`config.mk`:
```
export PLATFORM = sky130hd
export DESIGN_NAME = collision_scheduler_flat
export DESIGN_NICKNAME = d
export VERILOG_FILES = /design/src/rtl/collision_pkg.sv /design/src/rtl/collision_scheduler_if.sv /design/src/rtl/collision_pair_check.sv /design/src/rtl/collision_scheduler.sv /design/src/flat_wrapper.sv
export SDC_FILE = /design/constraint.sdc
export NUM_CORES = 1
export LEC_CHECK = 0
export ABC_AREA = 1
export BUFFER_PORTS_ARGS = -buffer_cell sky130_fd_sc_hd__buf_2
export CAP_MARGIN = 15
export CORE_UTILIZATION = 53
export CTS_BUF_LIST = sky130_fd_sc_hd__clkbuf_8
export DETAILED_ROUTE_END_ITERATION = 7
export PLACE_DENSITY = 0.88
export SETUP_SLACK_MARGIN = 0.1
export SLEW_MARGIN = 5
export SYNTH_ARGS = -nofsm -noshare
export SYNTH_HDL_FRONTEND = slang
export SYNTH_SLANG_ARGS = --single-unit
```
`constraint.sdc`:
```
create_clock -name clock -period 2.54 [get_ports clock]
set_input_delay 0 -clock clock [delete_from_list [all_inputs] [get_ports clock]]
set_output_delay 0 -clock clock [all_outputs]
set_load 0.01 [all_outputs]
```
`src/rtl/collision_pkg.sv`:
```
// Shared types and default geometry for the pairwise collision scheduler.
package collision_pkg;

    localparam int DEF_NUM_BALLS  = 8;
    localparam int DEF_IDX_W      = 3;
    localparam int DEF_X_W        = 9;
    localparam int DEF_Y_W        = 8;
    localparam int DEF_BALL_WIDTH = 19;
    localparam int DEF_CNT_W      = 5;

    typedef enum logic [2:0] {
        IDLE = 3'd0,
        READ = 3'd1,
        CMP  = 3'd2,
        EMIT = 3'd3,
        DONE = 3'd4
    } state_t;

endpackage

```
`src/rtl/collision_scheduler_if.sv`:
```
// Position read port plus hit stream between the scheduler (master) and its RAM/consumer (slave).
interface collision_scheduler_if
    import collision_pkg::*;
#(
    parameter int IDX_W = DEF_IDX_W,
    parameter int X_W   = DEF_X_W,
    parameter int Y_W   = DEF_Y_W
);
    logic [IDX_W-1:0] rd_idx_a;
    logic [IDX_W-1:0] rd_idx_b;
    logic [X_W-1:0]   rd_x_a;
    logic [Y_W-1:0]   rd_y_a;
    logic [X_W-1:0]   rd_x_b;
    logic [Y_W-1:0]   rd_y_b;

    // hit stream: a pair transfers on any rising edge with hit_valid && hit_ready;
    // once raised, hit_valid and the indices hold until that transfer (or abort/reset).
    logic             hit_valid;
    logic             hit_ready;
    logic [IDX_W-1:0] hit_idx_a;
    logic [IDX_W-1:0] hit_idx_b;

    modport master (
        output rd_idx_a, rd_idx_b, hit_valid, hit_idx_a, hit_idx_b,
        input  rd_x_a, rd_y_a, rd_x_b, rd_y_b, hit_ready
    );

    modport slave (
        input  rd_idx_a, rd_idx_b, hit_valid, hit_idx_a, hit_idx_b,
        output rd_x_a, rd_y_a, rd_x_b, rd_y_b, hit_ready
    );

endinterface

```
`src/rtl/collision_pair_check.sv`:
```
// Combinational overlap test for one ball pair: inclusive per-axis absolute distance bound.
module collision_pair_check
    import collision_pkg::*;
#(
    parameter int X_W        = DEF_X_W,
    parameter int Y_W        = DEF_Y_W,
    parameter int BALL_WIDTH = DEF_BALL_WIDTH
) (
    input  logic [X_W-1:0] xa,
    input  logic [Y_W-1:0] ya,
    input  logic [X_W-1:0] xb,
    input  logic [Y_W-1:0] yb,
    output logic           hit
);

    logic [X_W:0] dx;
    logic [X_W:0] adx;
    logic [Y_W:0] dy;
    logic [Y_W:0] ady;

    // One extra bit keeps the difference exact, so the magnitude fits unsigned in X_W+1 bits.
    always_comb begin
        dx  = {1'b0, xb} - {1'b0, xa};
        dy  = {1'b0, yb} - {1'b0, ya};
        adx = dx[X_W] ? (~dx + (X_W+1)'(1)) : dx;
        ady = dy[Y_W] ? (~dy + (Y_W+1)'(1)) : dy;
        hit = (adx <= (X_W+1)'(BALL_WIDTH)) && (ady <= (Y_W+1)'(BALL_WIDTH));
    end

endmodule

```
`src/rtl/collision_scheduler.sv`:
```
// Walks every ball pair (i<j) through one shared comparator and streams colliding pairs out.
// Optional feature: define COLLISION_COUNT_EN to add the saturating hit_count output.
module collision_scheduler
    import collision_pkg::*;
#(
    parameter int NUM_BALLS  = DEF_NUM_BALLS,
    parameter int IDX_W      = DEF_IDX_W,
    parameter int X_W        = DEF_X_W,
    parameter int Y_W        = DEF_Y_W,
    parameter int BALL_WIDTH = DEF_BALL_WIDTH,
    parameter int CNT_W      = DEF_CNT_W
) (
    input  logic                  clock,
    input  logic                  reset,
    input  logic                  start,
    input  logic                  abort,
    output logic                  busy,
    output logic                  done,
`ifdef COLLISION_COUNT_EN
    output logic [CNT_W-1:0]      hit_count,
`endif
    output state_t                state,
    collision_scheduler_if.master bus
);

    if (NUM_BALLS < 2) begin : g_bad_num_balls
        $error("collision_scheduler: NUM_BALLS must be at least 2");
    end

    localparam logic [IDX_W-1:0] LAST_I = IDX_W'(NUM_BALLS - 2);
    localparam logic [IDX_W-1:0] LAST_J = IDX_W'(NUM_BALLS - 1);

    state_t           state_q, state_d;
    logic [IDX_W-1:0] i_q, j_q;
    logic             pair_hit;
    logic             last_pair;
    logic             load;
    logic             advance;
    logic             emit;

    collision_pair_check #(
        .X_W        (X_W),
        .Y_W        (Y_W),
        .BALL_WIDTH (BALL_WIDTH)
    ) u_pair_check (
        .xa  (bus.rd_x_a),
        .ya  (bus.rd_y_a),
        .xb  (bus.rd_x_b),
        .yb  (bus.rd_y_b),
        .hit (pair_hit)
    );

    assign last_pair = (i_q == LAST_I) && (j_q == LAST_J);
    assign emit      = (state_q == EMIT);

    always_comb begin
        state_d = state_q;
        load    = 1'b0;
        advance = 1'b0;
        case (state_q)
            IDLE: if (start) begin
                state_d = READ;
                load    = 1'b1;
            end
            READ: state_d = CMP;
            CMP: begin
                if (pair_hit) begin
                    state_d = EMIT;
                end else begin
                    advance = !last_pair;
                    state_d = last_pair ? DONE : READ;
                end
            end
            EMIT: if (bus.hit_ready) begin
                advance = !last_pair;
                state_d = last_pair ? DONE : READ;
            end
            DONE:    state_d = IDLE;
            default: state_d = IDLE;
        endcase
        // abort wins over everything, including a handshake in this same cycle
        if (abort) begin
            state_d = IDLE;
            load    = 1'b0;
            advance = 1'b0;
        end
    end

    always_ff @(posedge clock or posedge reset) begin
        if (reset) begin
            state_q <= IDLE;
            i_q     <= '0;
            j_q     <= IDX_W'(1);
        end else begin
            state_q <= state_d;
            if (load) begin
                i_q <= '0;
                j_q <= IDX_W'(1);
            end else if (advance) begin
                if (j_q == LAST_J) begin
                    i_q <= i_q + IDX_W'(1);
                    j_q <= i_q + IDX_W'(2);
                end else begin
                    j_q <= j_q + IDX_W'(1);
                end
            end
        end
    end

    assign state         = state_q;
    assign busy          = (state_q != IDLE);
    assign done          = (state_q == DONE);
    assign bus.rd_idx_a  = i_q;
    assign bus.rd_idx_b  = j_q;
    assign bus.hit_valid = emit;
    assign bus.hit_idx_a = emit ? i_q : '0;
    assign bus.hit_idx_b = emit ? j_q : '0;

`ifdef COLLISION_COUNT_EN
    logic             accept;
    logic [CNT_W-1:0] cnt_q;

    assign accept = emit && bus.hit_ready && !abort;

    always_ff @(posedge clock or posedge reset) begin
        if (reset) begin
            cnt_q <= '0;
        end else if (load) begin
            cnt_q <= '0;
        end else if (accept && (cnt_q != '1)) begin
            cnt_q <= cnt_q + CNT_W'(1);
        end
    end

    assign hit_count = cnt_q;
`endif

endmodule

```
`src/flat_wrapper.sv`:
```
// flat-port wrapper written by rule: the top's interface ports become plain ports
module collision_scheduler_flat import collision_pkg::*;
#(
    parameter int NUM_BALLS  = DEF_NUM_BALLS,
    parameter int IDX_W      = DEF_IDX_W,
    parameter int X_W        = DEF_X_W,
    parameter int Y_W        = DEF_Y_W,
    parameter int BALL_WIDTH = DEF_BALL_WIDTH,
    parameter int CNT_W      = DEF_CNT_W
)
  (clock, reset, start, abort, busy, done, state, bus_rd_idx_a, bus_rd_idx_b, bus_hit_valid, bus_hit_idx_a, bus_hit_idx_b, bus_rd_x_a, bus_rd_y_a, bus_rd_x_b, bus_rd_y_b, bus_hit_ready);
  collision_scheduler_if #(.IDX_W(IDX_W), .X_W(X_W), .Y_W(Y_W)) bus_i ();
  input  logic clock;
  input  logic reset;
  input  logic start;
  input  logic abort;
  output logic busy;
  output logic done;
  output state_t state;
  output wire logic [$bits(bus_i.rd_idx_a)-1:0] bus_rd_idx_a;
  output wire logic [$bits(bus_i.rd_idx_b)-1:0] bus_rd_idx_b;
  output wire logic [$bits(bus_i.hit_valid)-1:0] bus_hit_valid;
  output wire logic [$bits(bus_i.hit_idx_a)-1:0] bus_hit_idx_a;
  output wire logic [$bits(bus_i.hit_idx_b)-1:0] bus_hit_idx_b;
  input wire logic [$bits(bus_i.rd_x_a)-1:0] bus_rd_x_a;
  input wire logic [$bits(bus_i.rd_y_a)-1:0] bus_rd_y_a;
  input wire logic [$bits(bus_i.rd_x_b)-1:0] bus_rd_x_b;
  input wire logic [$bits(bus_i.rd_y_b)-1:0] bus_rd_y_b;
  input wire logic [$bits(bus_i.hit_ready)-1:0] bus_hit_ready;
  assign bus_rd_idx_a = bus_i.rd_idx_a;
  assign bus_rd_idx_b = bus_i.rd_idx_b;
  assign bus_hit_valid = bus_i.hit_valid;
  assign bus_hit_idx_a = bus_i.hit_idx_a;
  assign bus_hit_idx_b = bus_i.hit_idx_b;
  assign bus_i.rd_x_a = bus_rd_x_a;
  assign bus_i.rd_y_a = bus_rd_y_a;
  assign bus_i.rd_x_b = bus_rd_x_b;
  assign bus_i.rd_y_b = bus_rd_y_b;
  assign bus_i.hit_ready = bus_hit_ready;
  collision_scheduler #(.NUM_BALLS(NUM_BALLS), .IDX_W(IDX_W), .X_W(X_W), .Y_W(Y_W), .BALL_WIDTH(BALL_WIDTH), .CNT_W(CNT_W)) u_core (.clock(clock), .reset(reset), .start(start), .abort(abort), .busy(busy), .done(done), .state(state), .bus(bus_i));
endmodule
```
; Word level (Yosys, flattened, before mapping)
; Cells that the tools add are included.
[totals]
regBits = 9
input_bits = 39
output_inout_bits = 18
[classes]
add_sub_neg = 7
n_lt_le_gt_ge = 2
eq_ne = 8
mux = 23
n_bitwise = 2
n_reduce_logical = 9
[ops]
columns = cell, count
row1 = $mux W3, 13
row2 = $pmux W3 S4, 1
row3 = $add A10 B1 Y10 const B, 1
row4 = $le A10 B5 Y1 const B, 1
row5 = $mux W10, 1
row6 = $not A10 Y10, 1
row7 = $sub A9 B9 Y10, 1
row8 = $add A9 B1 Y9 const B, 1
row9 = $eq A3 B3 Y1 const B, 3
row10 = $le A9 B5 Y1 const B, 1
row11 = $mux W9, 1
row12 = $not A9 Y9, 1
row13 = $sub A8 B8 Y9, 1
row14 = $add A3 B1 Y3 const B, 2
row15 = $eq A3 B2 Y1 const B, 2
row16 = $mux W1, 6
row17 = $ne A3 B3 Y1 const B, 2
row18 = $reduce_and A2 Y1, 2
row19 = $reduce_bool A2 Y1, 2
row20 = $add A3 B2 Y3 const B, 1
row21 = $eq A3 B1 Y1 const B, 1
row22 = $logic_not A3 Y1, 1
row23 = $reduce_bool A3 Y1, 1
row24 = $logic_and A1 B1 Y1, 2
row25 = 2 further kinds, 2

; Longest topological paths before layout
; Gate-level depths: netlist of the first run.
[depth]
word_depth = 11
depth_mapped = 23
ltp_nobuf = 23

; Cells and area by module
; A second synthesis of the first run with hierarchy kept.
[unflattened]
cells_unflattened = 407
area_unflattened_um2 = 2232.1
[by_module_without_submodules]
columns = mod, instances, cells_per_inst, area_each_um2, seq_area_each_um2
row1 = collision_pair_check, 1, 310, 1521.5, 0.0
row2 = collision_scheduler, 1, 97, 710.7, 226.5

; Worst setup path before layout of the first run
; No wires, ideal clock.
[synth_timing]
path_type = input to register
startpoint = input port bus_rd_x_b[0]
endpoint = register u_core.i_q[0], in the netlist u_core.bus.rd_idx_a[0]
setup_ns = 0.118
arrival_time_ns = 2.014
required_ns = 2.422
setup_slack_ns = 0.408
cell_stages = 21
path_buffers = 0
path_cell_list = inv_1 -> ha_1 -> fa_1 -> ha_1 -> inv_1 -> nor2_1 -> nand2_2 -> nor2_2 -> nand2_2 -> clkinv_1 -> nand3_1 -> nand2_1 -> nand2_1 -> nor2_2 -> nand2_2 -> nand2_2 -> nand2_2 -> nand3_2 -> nand2_2 -> nand2_1 -> nand2_1
[synth_between]
elab_chain_cells = 11
[synth_rtl]
columns = item, line_no
row1 = from (decl), flat_wrapper.sv:27  ; input wire logic [$bits(bus_i.rd_x_b)-1:0] bus_rd_x_b;
row2 = $sub A9 B9 Y10 *, collision_pair_check.sv:23  ; dx = {1'b0, xb} - {1'b0, xa};
row3 = $not A10 Y10, collision_pair_check.sv:25  ; adx = dx[X_W] ? (~dx + (X_W+1)'(1)) : dx;
row4 = $add A10 B1 Y10, collision_pair_check.sv:25
row5 = $mux W10 *, collision_pair_check.sv:25
row6 = $le A10 B5 Y1 *, collision_pair_check.sv:27  ; hit = (adx <= (X_W+1)'(BALL_WIDTH)) && (ady <= (Y_W+1)'(BALL_WIDTH));
row7 = $logic_and A1 B1 Y1 *, collision_pair_check.sv:27
row8 = $mux W1 *, collision_scheduler.sv:67  ; if (pair_hit) begin
row9 = $pmux W1 S2 *, collision_scheduler.sv:60  ; case (state_q)
row10 = $mux W1 *, collision_scheduler.sv:82  ; if (abort) begin
row11 = $reduce_bool A2 Y1 (no source line) *, -
row12 = $reduce_and A2 Y1 (no source line) *, -
row13 = to (signal assigned), collision_scheduler.sv:101  ; i_q <= i_q + IDX_W'(1);
row14 = to (decl), collision_scheduler.sv:34  ; logic [IDX_W-1:0] i_q, j_q;
; Every way passes the cells marked *; elsewhere a longest branch is shown, timed or not.
; A chain may end at the register's enable or synchronous reset.

; Final worst setup path of the first run
[layout_timing]
startpoint = input port bus_rd_y_b[0]
endpoint = register u_core.j_q[1], in the netlist u_core.bus.rd_idx_b[1]
[layout_between]
elab_chain_cells = 10
[layout_rtl]
columns = item, line_no
row1 = from (decl), flat_wrapper.sv:28  ; input wire logic [$bits(bus_i.rd_y_b)-1:0] bus_rd_y_b;
row2 = $sub A8 B8 Y9 *, collision_pair_check.sv:24  ; dy = {1'b0, yb} - {1'b0, ya};
row3 = $not A9 Y9, collision_pair_check.sv:26  ; ady = dy[Y_W] ? (~dy + (Y_W+1)'(1)) : dy;
row4 = $add A9 B1 Y9, collision_pair_check.sv:26
row5 = $mux W9 *, collision_pair_check.sv:26
row6 = $le A9 B5 Y1 *, collision_pair_check.sv:27
row7 = $logic_and A1 B1 Y1 *, collision_pair_check.sv:27
row8 = $mux W1 *, collision_scheduler.sv:67
row9 = $pmux W1 S2 *, collision_scheduler.sv:60
row10 = $mux W1 *, collision_scheduler.sv:82
row11 = $reduce_bool A2 Y1 (no source line) *, -
row12 = to (signal assigned), collision_scheduler.sv:102  ; j_q <= i_q + IDX_W'(2);
row13 = to (signal assigned), collision_scheduler.sv:104  ; j_q <= j_q + IDX_W'(1);
row14 = to (decl), collision_scheduler.sv:34
; Marks and branches as above.

==> impl_metrics.csv, run 1 <==
group,metric,value,unit
die,dieWidth,66.1,µm
die,num_rows,22,
global_route,grt_usage,0.230,
finish,area_delta_synth_final,18.0,%
run,drv_cap,0,
route,wl_per_cell,9.32,µm
clock_network,clk_pin_slew_worst_paths,0.04,ns
global_route,antenna_found_initial,0,
clock_network,clock_tree.root_cell,"clkbuf_8",
finish,final_cell_mix,"nand2_1 (149), inv_1 (71), buf_2 (56), nand3_1 (45), nor2_1 (28)",
timing,relSlewSlack,0.736,
timing,rsz0062_at_grt,"no",
worst_setup_path,worstSetupEndpointType,"flop",
die,coreArea,3800,µm²
worst_setup_path,worst_setup_path_start_kind,"primary input",
timing,slew_violations,0,
route,firstDrtPassIters,4,
finish,drive_gt1_frac,0.217,
finish,diodes,0,
clock_network,clock_latency,0.24,ns
pwr,power.density,427,nW/µm²
logic_synthesis,synth.avg_cell_area,5.43,µm²
clock_network,cts-buffers-inserted,3,
route,wl,4740,µm
finish,nets,525,
worst_setup_path,required,2.69,ns
global_route,grt_max_degree,12,
worst_setup_path,crit_chain,"buf_2, inv_1, ha_1, inv_1, fa_2, inv_1, ha_1, inv_1, nor2_1, nand3_1, nor2_1, nand2_1, o21ai_1, nand3_1, nor2_2, nand2_2, nand2_2, nand2_2, nand2_2, nand2_2, o21ai_1",
logic_synthesis,yosysUniqueCellTypes,30,
timing,setup_tns,0,ns
global_route,grt_pass1_vias,2144,
worst_setup_path,crit_type,"primary input to flop",
finish,register_area,226,µm²
logic_synthesis,ys_seq_area_frac,0.104,
timing,min_period,2.21,ns
timing,fmax,452,MHz
worst_setup_path,crit_family,"simple AND/OR/NAND/NOR gates",
global_route,grt_pass1_wl,8230,µm
logic_synthesis,synth_cells,401,
route,via_per_inst,4.96,
route,route.detailed.drc,0,
run_status,status,"finished, final reports clean",
clock_network,clock_path_buffers,2,
route,detailedRoute.firstIterationViolations,129,
die,initial_core_util,0.573,
placement,port_buffers,56,
pwr,power_leakage,1.66,nW
route,route.vias.total,2521,
finish,multi_input_area,1660,µm²
worst_setup_path,crit_buf_inv,5,
pwr,ir_drop,0.000249,V
die,io_pins,57,
logic_synthesis,synth_warnings,0,
worst_setup_path,worstPathArrival,2.36,ns
hold_path,hp-class,"primary input to flop",
clock_network,cts_tree,"done",
logic_synthesis,syn_area,2180,µm²
clock_network,post-cts-setup-buffers,0,
finish,nFillCells,362,
timing,finalSetupViolations,0,
logic_synthesis,synth_fp_nets,465,
route,ant_nets,0,
worst_setup_path,critPathMaxFanout,4,
placement,hpwl,3960,µm
pwr,total_power,1.10,mW
die,dieArea,4370,µm²
placement,place_congestion,0.861,
worst_setup_path,cp_slowest_cell,"fa_2",
worst_setup_path,critPathMostFrequentCell,"nand2_2",
timing,hold_viol,0,
die,die_y,66.1,µm
timing,fin_crit_sh,0.871,
timing,clock_skew,0.00312,ns
clock_network,cts_htree_levels,1,
finish,layout_commonest_cell,"nand2_1",
worst_setup_path,slowest_delay,0.44,ns
global_route,grt_overflow,0,
timing,tightest_slew,0.396,ns
clock_network,cts.sinks,9,
logic_synthesis,ys_seq_elements,9,
==> cell families after synthesis <==
logic type | synth area share
AOI/OAI and AO/OA | 0.0523
and+or+nand+nor | 0.537
buffers and inverters | 0.140
DFF | 0.104
adders and majority gates | 0.151
xor gates and xnor gates | 0.0161
==> per-layer routing <==
metal | track usage | vias up | share of wire | routed length [µm]
li1 | - | 1359 | - | -
met1 | 0.294 | 1110 | 0.46 | 2200
met2 | 0.427 | 47 | 0.50 | 2360
met3 | 0.0207 | 5 | 0.029 | 136
met4 | 0.0239 | 0 | 0.0076 | 36
met5 | 0 | - | 0 | 0
==> timing repair <==
action,CTS,global route
setup endpoints to repair,0,1
hold buffers,1,0
resized for setup,0,3
hold endpoints to repair,8,0
==> synthesized netlist by cell type <==
cell type  number  share of area
dfstp_2         1          0.012
nor3_1          3         0.0069
o21ai_0         1         0.0023
buf_6           1         0.0052
o21a_1          1         0.0034
fa_1            2          0.018
nand4_1         5          0.014
xor2_1          2         0.0080
ha_1           23           0.13
nand3_1        45           0.10
inv_2           6          0.010
xnor2_1         2         0.0080
nand3_2         3          0.014
o21ai_1         4         0.0092
clkbuf_1        1         0.0017
a21oi_2         2         0.0080
inv_1          70           0.12
nor3b_1         1         0.0034
a21oi_1        10          0.023
nor2_4          1         0.0052
dfrtp_1         8          0.092
nor2_2          6          0.017
nor3_2          1         0.0046
clkinv_1        1         0.0017
nand3b_1        2         0.0069
o211ai_1        1         0.0034
nor2_1         29          0.050
o22ai_1         1         0.0029
nand2_1       149           0.26
nand2_2        19          0.055
==> report_power, final <==
part / switching (mW) / total [mW] / internal [mW]
clock: 0.0617 / 0.167 / 0.106
combinational: 0.412 / 0.683 / 0.271
sequential: 0.0600 / 0.246 / 0.186
total: 0.533 / 1.10 / 0.563
==> tightest hold or removal path, cell delays in order <==
cell and delay [ns]:
buf_2 0.10, nor2_1 0.04, nand2_1 0.07, nand2_1 0.05
==> flip-flops by register name (all words and copies together), names as in the netlist <==
name                 count
u_core.state             3
u_core.bus.rd_idx_a      3
u_core.bus.rd_idx_b      3
==> through the flow <==
stage,util,area [µm²],hold slack [ns],setup slack [ns],instances
2_1_floorplan,-,2180,-0.173,0.408,401
3_3_place_gp,0.659,2500,-0.0301,0.197,503
3_5_place_dp,0.659,2500,-0.00892,0.133,503
4_1_cts,0.673,2560,0.0692,0.355,508
5_1_grt,0.677,2570,0.118,0.116,508
6_report,0.677,2570,0.0659,0.329,508
==> final cells by class <==
class	instances	area share
Multi-Input combinational cell	313	0.646
Timing Repair Buffer	57	0.113
Inverter	77	0.112
Sequential cell	9	0.0881
Tap cell	48	0.0234
Clock buffer	3	0.0161
Clock inverter	1	0.00146
==> final timing paths <==
kind / slack, ns / end / cells after the start / from
worst max-delay path: 0.33 / u_core.bus.rd_idx_b[1] / 21 / bus_rd_y_b[0]
worst min-delay path: 0.07 / u_core.state[0] / 4 / bus_hit_ready
worst max register to register: 0.55 / u_core.bus.rd_idx_b[1] / 10 / u_core.bus.rd_idx_b[0]
worst min register to register: 0.52 / u_core.bus.rd_idx_b[0] / 2 / u_core.bus.rd_idx_b[0]
max in group asynchronous: 1.96 / u_core.bus.rd_idx_b[0] / 3 / reset
min in group asynchronous: 0.27 / u_core.bus.rd_idx_a[1] / 3 / reset
Note: power is estimated with default switching activity, not from simulation.
==> inputs of run 2 (changes only) <==
--- a/config.mk
+++ b/config.mk
@@ -6,12 +6,14 @@
 export NUM_CORES = 1
 export LEC_CHECK = 0
 export ABC_AREA = 1
-export BUFFER_PORTS_ARGS = -buffer_cell sky130_fd_sc_hd__buf_2
 export CAP_MARGIN = 15
 export CORE_UTILIZATION = 53
 export CTS_BUF_LIST = sky130_fd_sc_hd__clkbuf_8
 export DETAILED_ROUTE_END_ITERATION = 7
-export PLACE_DENSITY = 0.88
+export DONT_BUFFER_PORTS = 1
+export GPL_TIMING_DRIVEN = 0
+export HOLD_SLACK_MARGIN = 0.08
+export PLACE_DENSITY = 0.76
 export SETUP_SLACK_MARGIN = 0.1
 export SLEW_MARGIN = 5
 export SYNTH_ARGS = -nofsm -noshare
==> run 2 against run 1 <==
  * Global-route usage fell by 1.2 points
  * Maximum frequency rose by 4.4%
  * Cell count fell by 10%
  * First-iteration DRC count fell by 3.9%
  * Power fell by 5.8%
  * Sequential share of layout area rose by 0.94 points
  * Critical path type unchanged
==> impl_metrics.csv, run 2 (synthesis results as in run 1) <==
group,metric,value,unit
route,wl_per_cell,9.95,µm
finish,nets,474,
clock_network,cts-buffers-inserted,3,
route,wl,4550,µm
worst_setup_path,crit_type,"primary input to flop",
route,route.detailed.drc,0,
timing,setup_tns,0,ns
finish,diodes,0,
finish,layout_commonest_cell,"nand2_1",
worst_setup_path,worst_setup_path_start_kind,"primary input",
pwr,power.density,445,nW/µm²
timing,hold_viol,0,
hold_path,hp-class,"primary input to flop",
timing,rsz0062_at_grt,"no",
timing,slew_violations,0,
timing,clock_skew,0.000974,ns
timing,finalSetupViolations,0,
worst_setup_path,crit_family,"simple AND/OR/NAND/NOR gates",
global_route,busiest_layer,"met2",
die,die_y,66.1,µm
finish,final_cell_mix,"nand2_1 (149), inv_1 (71), nand3_1 (45), nor2_1 (29), ha_1 (23)",
placement,place_congestion,0.796,
placement,post-place-ws,0.188,ns
hold_path,hold_depth,5,
die,initial_core_util,0.573,
finish,multi_input_area,1650,µm²
worst_setup_path,crit_chain,"inv_1, ha_1, inv_1, fa_1, inv_1, ha_1, inv_1, nor2_1, nand3_1, nor2_1, nand2_1, o21ai_1, nand3_1, nor2_1, nand2_2, nand2_2, nand2_2, nand3_2, nand2_2, nand2_1, nand2_1",
route,detailedRoute.firstIterationViolations,124,
clock_network,cts_tree,"done",
pwr,power_leakage,1.44,nW
route,ant_nets,0,
timing,min_period,2.12,ns
route,firstDrtPassIters,4,
worst_setup_path,worstSetupEndpointType,"flop",
clock_network,clock_tree.root_cell,"clkbuf_8",
finish,instances_no_fill,457,
run,drv_cap,0,
clock_network,cts_hold_buf,4,
finish,nFillCells,379,
clock_network,post-cts-setup-buffers,0,
global_route,met1_usage,0.281,
worst_setup_path,crit_buf_inv,4,
timing,whs,0.141,ns
clock_network,clock_latency,0.23,ns
worst_setup_path,worstSetupPathDepth,21,
finish,drive_gt1_frac,0.105,
timing,tightest_slew,0.371,ns
global_route,grt_pass1_wl,7770,µm
finish,area_delta_synth_final,6.67,%
global_route,grt_overflow,0,
global_route,grt_max_degree,11,
route,via_per_inst,4.94,
run_status,status,"finished, final reports clean",
timing,timing.final.ws_setup,0.422,ns
die,dieWidth,66.1,µm
clock_network,cts.sinks,9,
clock_network,clock_path_buffers,2,
placement,port_buffers,0,
die,dieArea,4370,µm²
worst_setup_path,reg2reg_depth,12,
global_route,grt_usage,0.218,
worst_setup_path,slowest_delay,0.44,ns
placement,place_inst,449,
worst_setup_path,required,2.66,ns
route,route.vias.total,2258,
clock_network,cts_htree_levels,1,
clock_network,cts_resized,0,
timing,fmax,472,MHz
die,num_rows,22,
worst_setup_path,worstPathArrival,2.24,ns
worst_setup_path,cp_slowest_cell,"fa_1",
timing,relSlewSlack,0.751,
worst_setup_path,critPathMaxFanout,4,
die,coreArea,3800,µm²
global_route,use_met2,0.394,
die,io_pins,57,
placement,hpwl,3750,µm
global_route,grt_pass1_vias,1979,
global_route,antenna_found_initial,0,
clock_network,clk_pin_slew_worst_paths,0.04,ns
global_route,grt.met3_usage,0.0345,
timing,fin_crit_sh,0.834,
finish,register_area,226,µm²
pwr,ir_drop,0.000227,V
## run 2: cell count changes in the layout (fill, tap and decap cells not counted)
cell,change
buf_2,-56
clkbuf_1,+1
dlygate4sd3_1,+3
nand3_2,+1
nand3_4,-1
nor2_2,-1
fa_1,+1
buf_6,+1
fa_2,-1
nor2_1,+1
## run 2: area by class of cell
cell class / count / share of cell area
Clock inverter: 1 / 0.00162
Timing Repair Buffer: 4 / 0.0172
Clock buffer: 3 / 0.0178
Inverter: 77 / 0.124
Sequential cell: 9 / 0.0975
Multi-Input combinational cell: 313 / 0.709
Buffer: 2 / 0.00647
Tap cell: 48 / 0.0259
## run 2: where the power goes
part           internal [mW]  switching, mW  leakage (nW)
logic                  0.232          0.369          1.30
registers              0.185         0.0837         0.117
clock network          0.105         0.0566        0.0269
total                  0.523          0.509          1.44
## run 2: routing by layer
layer / vias up / part of all wire
met1: 958 / 0.48
li1: 1254 / -
met5: - / 0
met4: 0 / 0.0011
met3: 2 / 0.033
met2: 44 / 0.49
## run 2: final timing paths
check	start	to	slack (ns)
max	bus_rd_y_b[0]	u_core.bus.rd_idx_a[0]	0.42
min	bus_hit_ready	u_core.bus.rd_idx_b[0]	0.14
max reg2reg	u_core.bus.rd_idx_b[0]	u_core.bus.rd_idx_a[0]	0.51
min reg2reg	u_core.bus.rd_idx_b[0]	u_core.bus.rd_idx_b[0]	0.54
max in group asynchronous	reset	u_core.bus.rd_idx_b[0]	2.07
min in group asynchronous	reset	u_core.bus.rd_idx_b[2]	0.17
## run 2: worst register-to-register path: cells and delay by family, from the launching register on
kind | cells | cell delay (ns)
buffers and inverters | 1 | 0.28
flip-flops | 1 | 0.58
AND/OR/NAND/NOR | 9 | 0.77
adder cells (fa/ha/maj) | 2 | 0.29
## run 2: per-stage QoR
stage | utilization | power [mW] | area, µm²
floorplan | - | 0.756 | 2180
global placement | 0.589 | 0.848 | 2240
detailed placement | 0.589 | 0.862 | 2240
CTS | 0.611 | 1.03 | 2320
global route | 0.611 | 1.16 | 2320
finish | 0.611 | 1.03 | 2320
